`src/rtl/vec_sequencer.sv`:
```
// Load/drain sequencer for the 4-lane vector datapath: forwards operand words and drives stage enables.
// Optional VEC_SEQ_STALL_CNT_EN adds a saturating stall_cnt output counting mid-vector input stalls.
module vec_sequencer (
    input  logic        clk,
    input  logic        rst,
    input  logic [7:0]  in_data,
    input  logic        in_valid,
    output logic        in_ready,
    output logic        res_valid,
    input  logic        res_ready,
    output logic [7:0]  dp_din,
    output logic        en_a1,
    output logic        en_a2,
    output logic        en_a3,
    output logic        en_a4,
    output logic        en_b1,
    output logic        en_b2,
    output logic        en_b3,
    output logic        en_b4,
    output logic        en_add1_1,
    output logic        en_add1_2,
    output logic        en_add1_3,
    output logic        en_add1_4,
    output logic        en_add2_1,
    output logic        en_add2_2,
    output logic        en_add2_3,
    output logic        en_add2_4,
    output logic        en_f1,
    output logic        en_f2,
    output logic        en_f3,
    output logic        en_f4,
    output logic        save_c,
    output logic        busy
`ifdef VEC_SEQ_STALL_CNT_EN
    ,
    output logic [15:0] stall_cnt
`endif
);

    typedef enum logic [1:0] {LOAD, DRAIN1, DRAIN2, RESULT} state_t;

    state_t     state, state_next;
    logic [3:0] beat, beat_next;
    logic [3:0] ea, eb, eadd1, eadd2, ef;
    logic       sc, rv, fire;

    assign in_ready = (state == LOAD) && !rst;
    assign fire     = in_valid && in_ready;
    assign dp_din   = in_data;
    assign busy     = !((state == LOAD) && (beat == 4'd0));

    always_ff @(posedge clk) begin
        if (rst) begin
            state <= LOAD;
            beat  <= 4'd0;
        end else begin
            state <= state_next;
            beat  <= beat_next;
        end
    end

    always_comb begin
        state_next = state;
        beat_next  = beat;
        ea         = 4'b0;
        eb         = 4'b0;
        eadd1      = 4'b0;
        eadd2      = 4'b0;
        ef         = 4'b0;
        sc         = 1'b0;
        rv         = 1'b0;
        case (state)
            LOAD: begin
                if (fire) begin
                    case (beat)
                        4'd0:    ea[0] = 1'b1;
                        4'd1:    ea[1] = 1'b1;
                        4'd2:    ea[2] = 1'b1;
                        4'd3:    ea[3] = 1'b1;
                        4'd4:    eb[0] = 1'b1;
                        4'd5:    begin eb[1] = 1'b1; ea[0] = 1'b1; sc = 1'b1; end
                        4'd6:    begin eb[2] = 1'b1; ea[1] = 1'b1; sc = 1'b1; end
                        4'd7:    begin eb[3] = 1'b1; ea[2] = 1'b1; sc = 1'b1; end
                        4'd8:    begin ea[3] = 1'b1; eadd1[0] = 1'b1; sc = 1'b1; end
                        4'd9:    begin eadd1[1] = 1'b1; eadd2[0] = 1'b1; end
                        4'd10:   begin eadd1[2] = 1'b1; eadd2[1] = 1'b1; ef[0] = 1'b1; end
                        4'd11:   begin eadd1[3] = 1'b1; eadd2[2] = 1'b1; ef[1] = 1'b1; end
                        default: ;
                    endcase
                    if (beat == 4'd11) begin
                        beat_next  = 4'd0;
                        state_next = DRAIN1;
                    end else begin
                        beat_next = beat + 4'd1;
                    end
                end
            end
            DRAIN1: begin
                eadd2[3]   = 1'b1;
                ef[2]      = 1'b1;
                state_next = DRAIN2;
            end
            DRAIN2: begin
                ef[3]      = 1'b1;
                state_next = RESULT;
            end
            RESULT: begin
                rv = 1'b1;
                if (res_ready) begin
                    state_next = LOAD;
                    beat_next  = 4'd0;
                end
            end
            default: state_next = LOAD;
        endcase
        // nothing may reach the datapath during the reset cycle
        if (rst) begin
            ea    = 4'b0;
            eb    = 4'b0;
            eadd1 = 4'b0;
            eadd2 = 4'b0;
            ef    = 4'b0;
            sc    = 1'b0;
            rv    = 1'b0;
        end
    end

    assign {en_a4, en_a3, en_a2, en_a1}             = ea;
    assign {en_b4, en_b3, en_b2, en_b1}             = eb;
    assign {en_add1_4, en_add1_3, en_add1_2, en_add1_1} = eadd1;
    assign {en_add2_4, en_add2_3, en_add2_2, en_add2_1} = eadd2;
    assign {en_f4, en_f3, en_f2, en_f1}             = ef;
    assign save_c    = sc;
    assign res_valid = rv;

`ifdef VEC_SEQ_STALL_CNT_EN
    always_ff @(posedge clk) begin
        if (rst)
            stall_cnt <= 16'd0;
        else if (fire && (beat == 4'd0))
            stall_cnt <= 16'd0;
        else if ((state == LOAD) && !in_valid && (beat != 4'd0) && (stall_cnt != 16'hFFFF))
            stall_cnt <= stall_cnt + 16'd1;
    end
`endif

endmodule
```
`config.mk`:
```
export PLATFORM = sky130hd
export DESIGN_NAME = vec_sequencer
export DESIGN_NICKNAME = d
export VERILOG_FILES = /design/src/rtl/vec_sequencer.sv
export SDC_FILE = /design/constraint.sdc
export NUM_CORES = 1
export LEC_CHECK = 0
export ABC_CLOCK_PERIOD_IN_PS = 1900
export CAP_MARGIN = 20
export CORE_MARGIN = 2
export CORE_UTILIZATION = 30
export DETAILED_ROUTE_END_ITERATION = 8
export PLACE_DENSITY = 0.7
export SYNTH_ARGS = -nofsm -noshare
export SYNTH_HDL_FRONTEND = slang
export SYNTH_SLANG_ARGS = --single-unit
```
`constraint.sdc`:
```
create_clock -name clk -period 1.9 [get_ports clk]
set_input_delay 0.285 -clock clk [delete_from_list [all_inputs] [get_ports clk]]
set_output_delay 0.285 -clock clk [all_outputs]
set_load 0.01 [all_outputs]
```
# Yosys cells after proc, flatten, opt, wreduce, memory -nomap -nowiden
# Index checks and enable logic that the tools add are counted.
# word_totals
register_bits	6
out_inout_bits	32
wordCells	78
# classes
addsub	1
n_eq_ne	17
mux	43
reduce_logical	15
# ops
operator	count
$mux W4	14
$mux W1	20
$eq A4 B3 Y1 const B	4
$eq A4 B4 Y1 const B	4
$mux W2	5
$eq A4 B2 Y1 const B	2
$pmux W2 S4	1
$pmux W4 S2	1
$reduce_or A2 Y1	4
$mux W3	2
$reduce_and A3 Y1	2
$add A4 B1 Y4 const B	1
$eq A2 B2 Y1 const B	2
$eq A4 B1 Y1 const B	1
$logic_not A4 Y1	1
$ne A2 B2 Y1 const B	2
$reduce_or A4 Y1	1
$logic_and A1 B1 Y1	3
$eq A2 B1 Y1 const B	1
$logic_not A1 Y1	2
$logic_not A2 Y1	1
$ne A2 B1 Y1 const B	1
$reduce_bool A2 Y1	1

# Longest topological paths before layout
# Gate-level depths: netlist (run 1).
# depth
ltp_word	6
ltp_mapped	6
mapped_depth_nobuf	6

# Least setup slack after synthesis (run 1)
# Ideal clock, no wire load.
# synth_timing
kind	register -> output
from	register state[0]
to	output en_add2_2
arrival_time_ps	1345
required_time_ps	1615
path_slack_ps	270
stages_incl_launch_ff	7
n_path_buf	1
cell_sequence	dfxtp_1 -> inv_1 -> ha_1 -> nand3b_4 -> nor3b_4 -> and2_2 -> buf_4
# synth_via
elab_chain_cells	6
# synth_rtl
element	line_no	text
start: declaration	42	state_t state, state_next;
start signal: assignment	57	state <= state_next;
$logic_not A2 Y1 *	47, 72	
$logic_and A1 B1 Y1	47	assign in_ready = (state == LOAD) && !rst;
$logic_and A1 B1 Y1	48	assign fire = in_valid && in_ready;
$mux W3	74	if (fire) begin
$mux W3 *	72	case (state)
$mux W4 *	117	if (rst) begin
end: declaration	25	output logic en_add2_2,
# Mark *: on every way between the ends. The rest lies on a longest branch, timed or not.

# Worst setup path in the final report (run 1)
# layout_timing
from	register state[0]
to	output en_add1_3
# layout_via
elab_chain_cells	6
# layout_rtl
element	line_no	text
$logic_not A2 Y1 *	47, 72	
$logic_and A1 B1 Y1	47	
$logic_and A1 B1 Y1	48	
$mux W4	74	
$mux W4 *	72	
$mux W4 *	117	
end: declaration	22	output logic en_add1_3,
# Marks and branches as above.

==> metrics, run 1 <==
P&R area growth vs syn=43.3%; max frequency=530 MHz; post-route clock period utilization=0.994; global placement routability congestion=0.733; port bufs=27; clock share of power=0.368; count of different cell masters after synthesis=34; std cell rows=18; transition at the pin with the smallest max-transition slack=0.268 ns; Startpoint Class=register; setup total negative slack=0 ns; Die Y=55.3 µm; Ant. Diodes=0; sequential share of the synthesized area=0.152; clock tree from TritonCTS=done; Mean Syn Cell Area=8.13 µm²; layout cells sized above 1=0.468; type of the worst setup path=reg2out; initial antenna violation count=0; drt total wl=1850 µm; clock tree sinks=6; CTS H-Tree Depth=1; Total Routing Usage GR=0.119; flip-flop cell with the highest count after synthesis=sky130_fd_sc_hd__dfxtp_1; combinational share of power=0.214; placed inst area=1060 µm²; cells traversed along the worst timing path=inv_2 > ha_4 > nand3b_4 > buf_6 > nor3b_4 > buf_4 > and2_4 > buf_6; Crit Path Max Fanout=3; area fraction of the dominant cell type after synthesis=0.152; switching portion of total power=0.261; final hold slack=0.481 ns; data arrival time of the critical path=1.60 ns; worst setup slack after layout=0.0123 ns; die width=55.3 µm; vias in the first global route=718; via count=755; half-perimeter wire length after placement=1450 µm; Worst-Skew Late Latency=0.24 ns; total CTS buffers=3; remaining design rule violation count=0; delay-heaviest family, CP=buffers and inverters; Max-Slew Margin vs Limit=0.821; Worst IR Drop VDD=280 µV; starting density of the core=0.318; post-synthesis cell count=97; status=finished clean; maximum number of pins on one net before global-route repair=14; slowest library cell on the worst path=sky130_fd_sc_hd__dfxtp_2; clock slew seen by the registers of the worst setup and hold paths=0.04 ns; power per cell area=280 nW/µm²; number of DRC violations after detailed-routing iteration 0=3; fraction of registers with async set or reset after synthesis=0; Internal Power=0.234 mW; drt first pass iters=4; buffer and inverter count on the worst path=4; Critical Path Most Common Cell=sky130_fd_sc_hd__buf_6; final design area excluding fillers=1130 µm²; number of antenna-violating nets in the routed design=0; CTS Root Buffer Type=sky130_fd_sc_hd__clkbuf_4; Final #Nets=149; minimum clock period=1.89 ns; crit path capture type=output port; count of pins over their slew limit=0; required time at the worst-slack endpoint=1.62 ns; switching power=0.0827 mW; Max-cap violations=0; number of top-level design ports=44; top cells by area in the synthesized netlist=sky130_fd_sc_hd__dfxtp_1 (15%), sky130_fd_sc_hd__buf_4 (15%), sky130_fd_sc_hd__ha_1 (14%), sky130_fd_sc_hd__mux2i_1 (5.1%), sky130_fd_sc_hd__nor2_1 (4.3%); number of enable-type register cells in the synthesized netlist=0; die footprint=3050 µm²; post-placement worst setup slack=-0.334 ns; synthesis warning total=0; number of register bits inferred by synthesis=6; worst-case clock buffer depth=2; synthesized net count=118; floorplan core area=2480 µm²; worst stage delay on the critical path=0.32 ns; Syn Std Cell Area=788 µm²; sequential fraction of design power=0.418; setup repair after global routing missed its margin=true; cell taking the most area after synthesis=sky130_fd_sc_hd__dfxtp_1; grt total ovfl=0; Vias/cell=4.84; final setup violation count=0; number of hold-repair buffers added at the cts stage=0; first-pass GRT wire length=3060 µm; detailed-route wire length per cell=11.9 µm; worst hold path type=reg2reg; leakage power=0.543 nW; maximum clock skew at final layout=0.00541 ns; number of hold-slack violations in the final timing report=0
-- sequential cells by signal, summed over array words and instances, names as in the netlist --
signal	cells
beat	4
state	2
-- routing by layer --
metal  part of all wire  GRT usage
met2               0.53      0.235
met3              0.073     0.0351
met5                  0          0
met4             0.0049     0.0314
met1               0.39      0.117
-- through the flow --
| stage | std cells | power (mW) | utilization |
|---|---|---|---|
| 2_1_floorplan | 97 | 0.185 | - |
| 3_3_place_gp | 148 | 0.197 | 0.427 |
| 3_5_place_dp | 148 | 0.199 | 0.427 |
| 4_1_cts | 155 | 0.319 | 0.464 |
| 5_1_grt | 156 | 0.330 | 0.456 |
| 6_report | 156 | 0.316 | 0.456 |
-- timing repair --
item / 4_1_cts / 5_1_grt
pin swaps: 3 / 8
resized for setup: 73 / 21
setup buffers: 4 / 1
endpoints found under the setup margin: 23 / 17
-- cells in the mapped netlist (2+ instances only) --
master,number
sky130_fd_sc_hd__a21oi_1,3
sky130_fd_sc_hd__and2_1,4
sky130_fd_sc_hd__and2_2,3
sky130_fd_sc_hd__and2_4,2
sky130_fd_sc_hd__buf_4,16
sky130_fd_sc_hd__dfxtp_1,6
sky130_fd_sc_hd__ha_1,9
sky130_fd_sc_hd__inv_1,7
sky130_fd_sc_hd__mux2i_1,4
sky130_fd_sc_hd__nand2_1,3
sky130_fd_sc_hd__nand2b_1,2
sky130_fd_sc_hd__nand3_1,3
sky130_fd_sc_hd__nor2_1,9
sky130_fd_sc_hd__nor2b_1,2
sky130_fd_sc_hd__nor3_1,4
sky130_fd_sc_hd__o21ai_1,2
-- power groups by stage --
stage                     Clock (mW)  Sequential (mW)  Combinational [mW]
final                          0.117            0.132              0.0676
after global routing           0.123            0.133              0.0747
after CTS                      0.119            0.132              0.0677
after detailed placement           0            0.134              0.0652
after global placement             0            0.134              0.0632
after floorplan                    0            0.133              0.0521
-- cell type report --
class | instances | area [µm²]
Clock buffer | 3 | 22.5
Timing Repair Buffer | 44 | 372
Fill cell | 253 | 1350
Multi-Input combinational cell | 66 | 548
Inverter | 7 | 26.3
Tap cell | 30 | 37.5
Sequential cell | 6 | 124
-- worst paths after layout --
kind,startpoint,to,slack (ns),depth (start not counted)
min reg2reg,beat[0],beat[0],0.48,2
max reg2reg,beat[1],state[0],0.44,6
min,beat[0],beat[0],0.48,2
max,state[0],en_add1_3,0.01,8
-- logic make-up (layout without fill, tap and decap cells) --
group	count (synthesis)	in the layout	share of synthesized area
compound gates	13	13	0.127
fa+ha+maj	9	9	0.143
buf+inv	25	54	0.197
flops	6	6	0.152
mux	5	5	0.0651
simple gates	39	39	0.316
-- tightest hold or removal path: stages (launching register included) --
cell                      delay, ns
sky130_fd_sc_hd__dfxtp_2       0.34
sky130_fd_sc_hd__nand2_1       0.06
sky130_fd_sc_hd__a21oi_1       0.05
-- placed cells by master, fill, tap and decap left out, drive strengths merged, types with 3 or more instances in the layout --
cell,count
and2,9
inv,7
o21ai,4
clkbuf,6
nand2,3
dlygate4sd2,6
buf,29
nor3,4
nor2,10
dfxtp,6
mux2i,4
nand3,3
ha,9
a21oi,3
No activity file was read; power rests on OpenSTA's default activity.
==> inputs of run 2 (changes only) <==
CTS_BUF_LIST = sky130_fd_sc_hd__clkbuf_4   (was default)
==> results of run 2 <==
No change in the layout: final DEF, timing and power equal those of run 1.
==> inputs of run 3 (changes only) <==
ABC_CLOCK_PERIOD_IN_PS = 2200   (was 1900)
clock period = 2.2 ns   (was 1.9 ns; I/O delays follow)
==> run 3 against run 2 <==
First-iteration DRC count grew to 4.0 times the previous value. Clock skew grew 0.0061 ns. Design area shrank 5.3%. Critical path type is now in2out. Sequential power shrank 14%. Largest power group unchanged. Critical endpoint is now save_c.
==> metrics, run 3 (synthesized netlist as in run 1, its figures left out) <==
status=finished clean; Crit Path Max Fanout=3 (unchanged); most frequent cells in the layout=sky130_fd_sc_hd__dlygate4sd2_1 (15), sky130_fd_sc_hd__buf_4 (10), sky130_fd_sc_hd__nor2_1 (9), sky130_fd_sc_hd__ha_1 (8), sky130_fd_sc_hd__clkdlybuf4s50_1 (8); type of the worst setup path=in2out; clock tree from TritonCTS=done; post-route clock period utilization=0.959; final setup violation count=0 (unchanged); Multi-input gate area=532 µm² (-3.0%); port bufs=27 (unchanged); number of hold-slack violations in the final timing report=0 (unchanged); crit path capture type=output port; transition at the pin with the smallest max-transition slack=0.310 ns (+0.0413 ns); clock tree sinks=6 (unchanged); Max-cap violations=0 (unchanged); cells traversed along the worst timing path=clkdlybuf4s50_1 > nand3b_4 > nor3b_4 > buf_4 > buf_4 > o31ai_1 > nand2b_1 > clkdlybuf4s15_1; setup repair after global routing missed its margin=true; Worst IR Drop VDD=256 µV (-8.5%); leakage power=0.533 nW (-1.9%); drt total wl=1730 µm (-6.9%); clock slew seen by the registers of the worst setup and hold paths=0.04 ns (about the same); half-perimeter wire length after placement=1380 µm (-4.5%); CTS Root Buffer Type=sky130_fd_sc_hd__clkbuf_4; die footprint=3050 µm² (unchanged); Vias/cell=4.68 (-3.3%); slowest library cell on the worst path=sky130_fd_sc_hd__clkdlybuf4s50_1; required time at the worst-slack endpoint=1.87 ns (+0.25 ns); number of flip-flops under the largest register name=4 (unchanged); Total Routing Usage GR=0.115 (-0.00346); register with the highest flop count=beat; share of the core filled with cells in the final layout=0.432 (-0.0242); P&R area growth vs syn=35.7%; Max-Slew Margin vs Limit=0.793 (-0.0278); commonest non-fill, non-tap cell in the layout=sky130_fd_sc_hd__dlygate4sd2_1; via count=697 (-7.7%); initial antenna violation count=0 (unchanged); power per cell area=255 nW/µm² (-9.1%); count of pins over their slew limit=0 (unchanged); number of top-level design ports=44 (unchanged); std cell rows=18 (unchanged); Die Y=55.3 µm (unchanged); floorplan core area=2480 µm² (unchanged); drt first pass iters=4 (unchanged); delay-heaviest family, CP=buffers and inverters; number of antenna-violating nets in the routed design=0 (unchanged); vias in the first global route=663 (-7.7%); Worst-Skew Late Latency=0.25 ns (about the same); placed cells=142 (-4.1%); area taken by flip-flops and latches=120 µm² (-3.0%); Startpoint Class=input port; data arrival time of the critical path=1.78 ns (+0.18 ns); number of DRC violations after detailed-routing iteration 0=12 (+9); global placement routability congestion=0.732 (-0.18%); Final #Nets=142 (-4.7%); total CTS buffers=3 (unchanged); die width=55.3 µm (unchanged); layout cells sized above 1=0.244 (-0.225); worst stage delay on the critical path=0.43 ns (+0.11 ns); CTS H-Tree Depth=1 (unchanged); detailed-route wire length per cell=11.6 µm (-2.5%); maximum clock skew at final layout=0.0115 ns (+0.00614 ns); Ant. Diodes=0 (unchanged); first-pass GRT wire length=2990 µm (-2.5%); grt total ovfl=0 (unchanged); Critical Path Most Common Cell=sky130_fd_sc_hd__buf_4; Reg2Reg Setup Slack=0.71 ns (+0.27 ns); maximum number of pins on one net before global-route repair=14 (unchanged); largest registers=beat: 4 flops, state: 2 flops; non-filler cells, final=149 (-4.5%); remaining design rule violation count=0 (unchanged); starting density of the core=0.318 (unchanged); minimum clock period=2.11 ns; fillcell total=269 (+6.3%); worst hold path type=reg2reg; worst-case clock buffer depth=2 (unchanged); buffer and inverter count on the worst path=4 (unchanged); max frequency=474 MHz
==> run 3: repair_timing <==
| item | in CTS | in global routing |
|---|---|---|
| setup endpoints to repair | 18 | 5 |
| setup buffers | 2 | 2 |
| pin swaps | 2 | 2 |
| hold buffers | 0 | 0 |
| cloned | 0 | 0 |
| gates resized for setup | 22 | 4 |
==> run 3: final cells by class <==
class	count	area share
inverter	7	0.0246
timing repair buffer	37	0.310
sequential	6	0.112
tap	30	0.0351
clock buffer	3	0.0211
multi-input combinational	66	0.497
==> run 3: path summary, 6_finish.rpt <==
kind,start,end,cells past startpoint
min reg2reg,beat[0],beat[0],2
max,rst,save_c,8
max reg2reg,beat[1],state[0],4
min,beat[0],beat[0],2
==> run 3: power by group <==
part	leakage, nW	internal (mW)	switching (mW)
Clock	0.0138	0.0619	0.0432
Sequential	0.0485	0.111	0.00299
Combinational	0.470	0.0255	0.0276
Total	0.533	0.199	0.0738
==> run 3: worst min-delay path: cells and delay by family, from the launching register on <==
family / cells / cell delay, ns
DFF: 1 / 0.34
and+or+nand+nor: 1 / 0.07
AOI/OAI and AO/OA: 1 / 0.05
==> run 3: through the flow <==
stage | cell area (µm²) | hold slack, ns | power, mW | worst slack, ns | setup TNS [ns]
floorplan | 788 | 0.431 | 0.160 | 0.525 | 0
global placement | 1010 | 0.500 | 0.170 | -0.0874 | -0.542
detailed placement | 1010 | 0.513 | 0.172 | -0.130 | -1.28
CTS | 1050 | 0.521 | 0.278 | 0.0104 | 0
global route | 1070 | 0.573 | 0.287 | -0.0258 | -0.0259
finish | 1070 | 0.513 | 0.272 | 0.0896 | 0
==> run 3: per-layer routing <==
layer | vias to the layer above | share of wire | GRT usage
met5 | - | 0 | 0
met4 | 0 | 0.014 | 0.0314
met3 | 2 | 0.078 | 0.0281
met2 | 31 | 0.50 | 0.214
met1 | 311 | 0.41 | 0.129
li1 | 353 | - | -
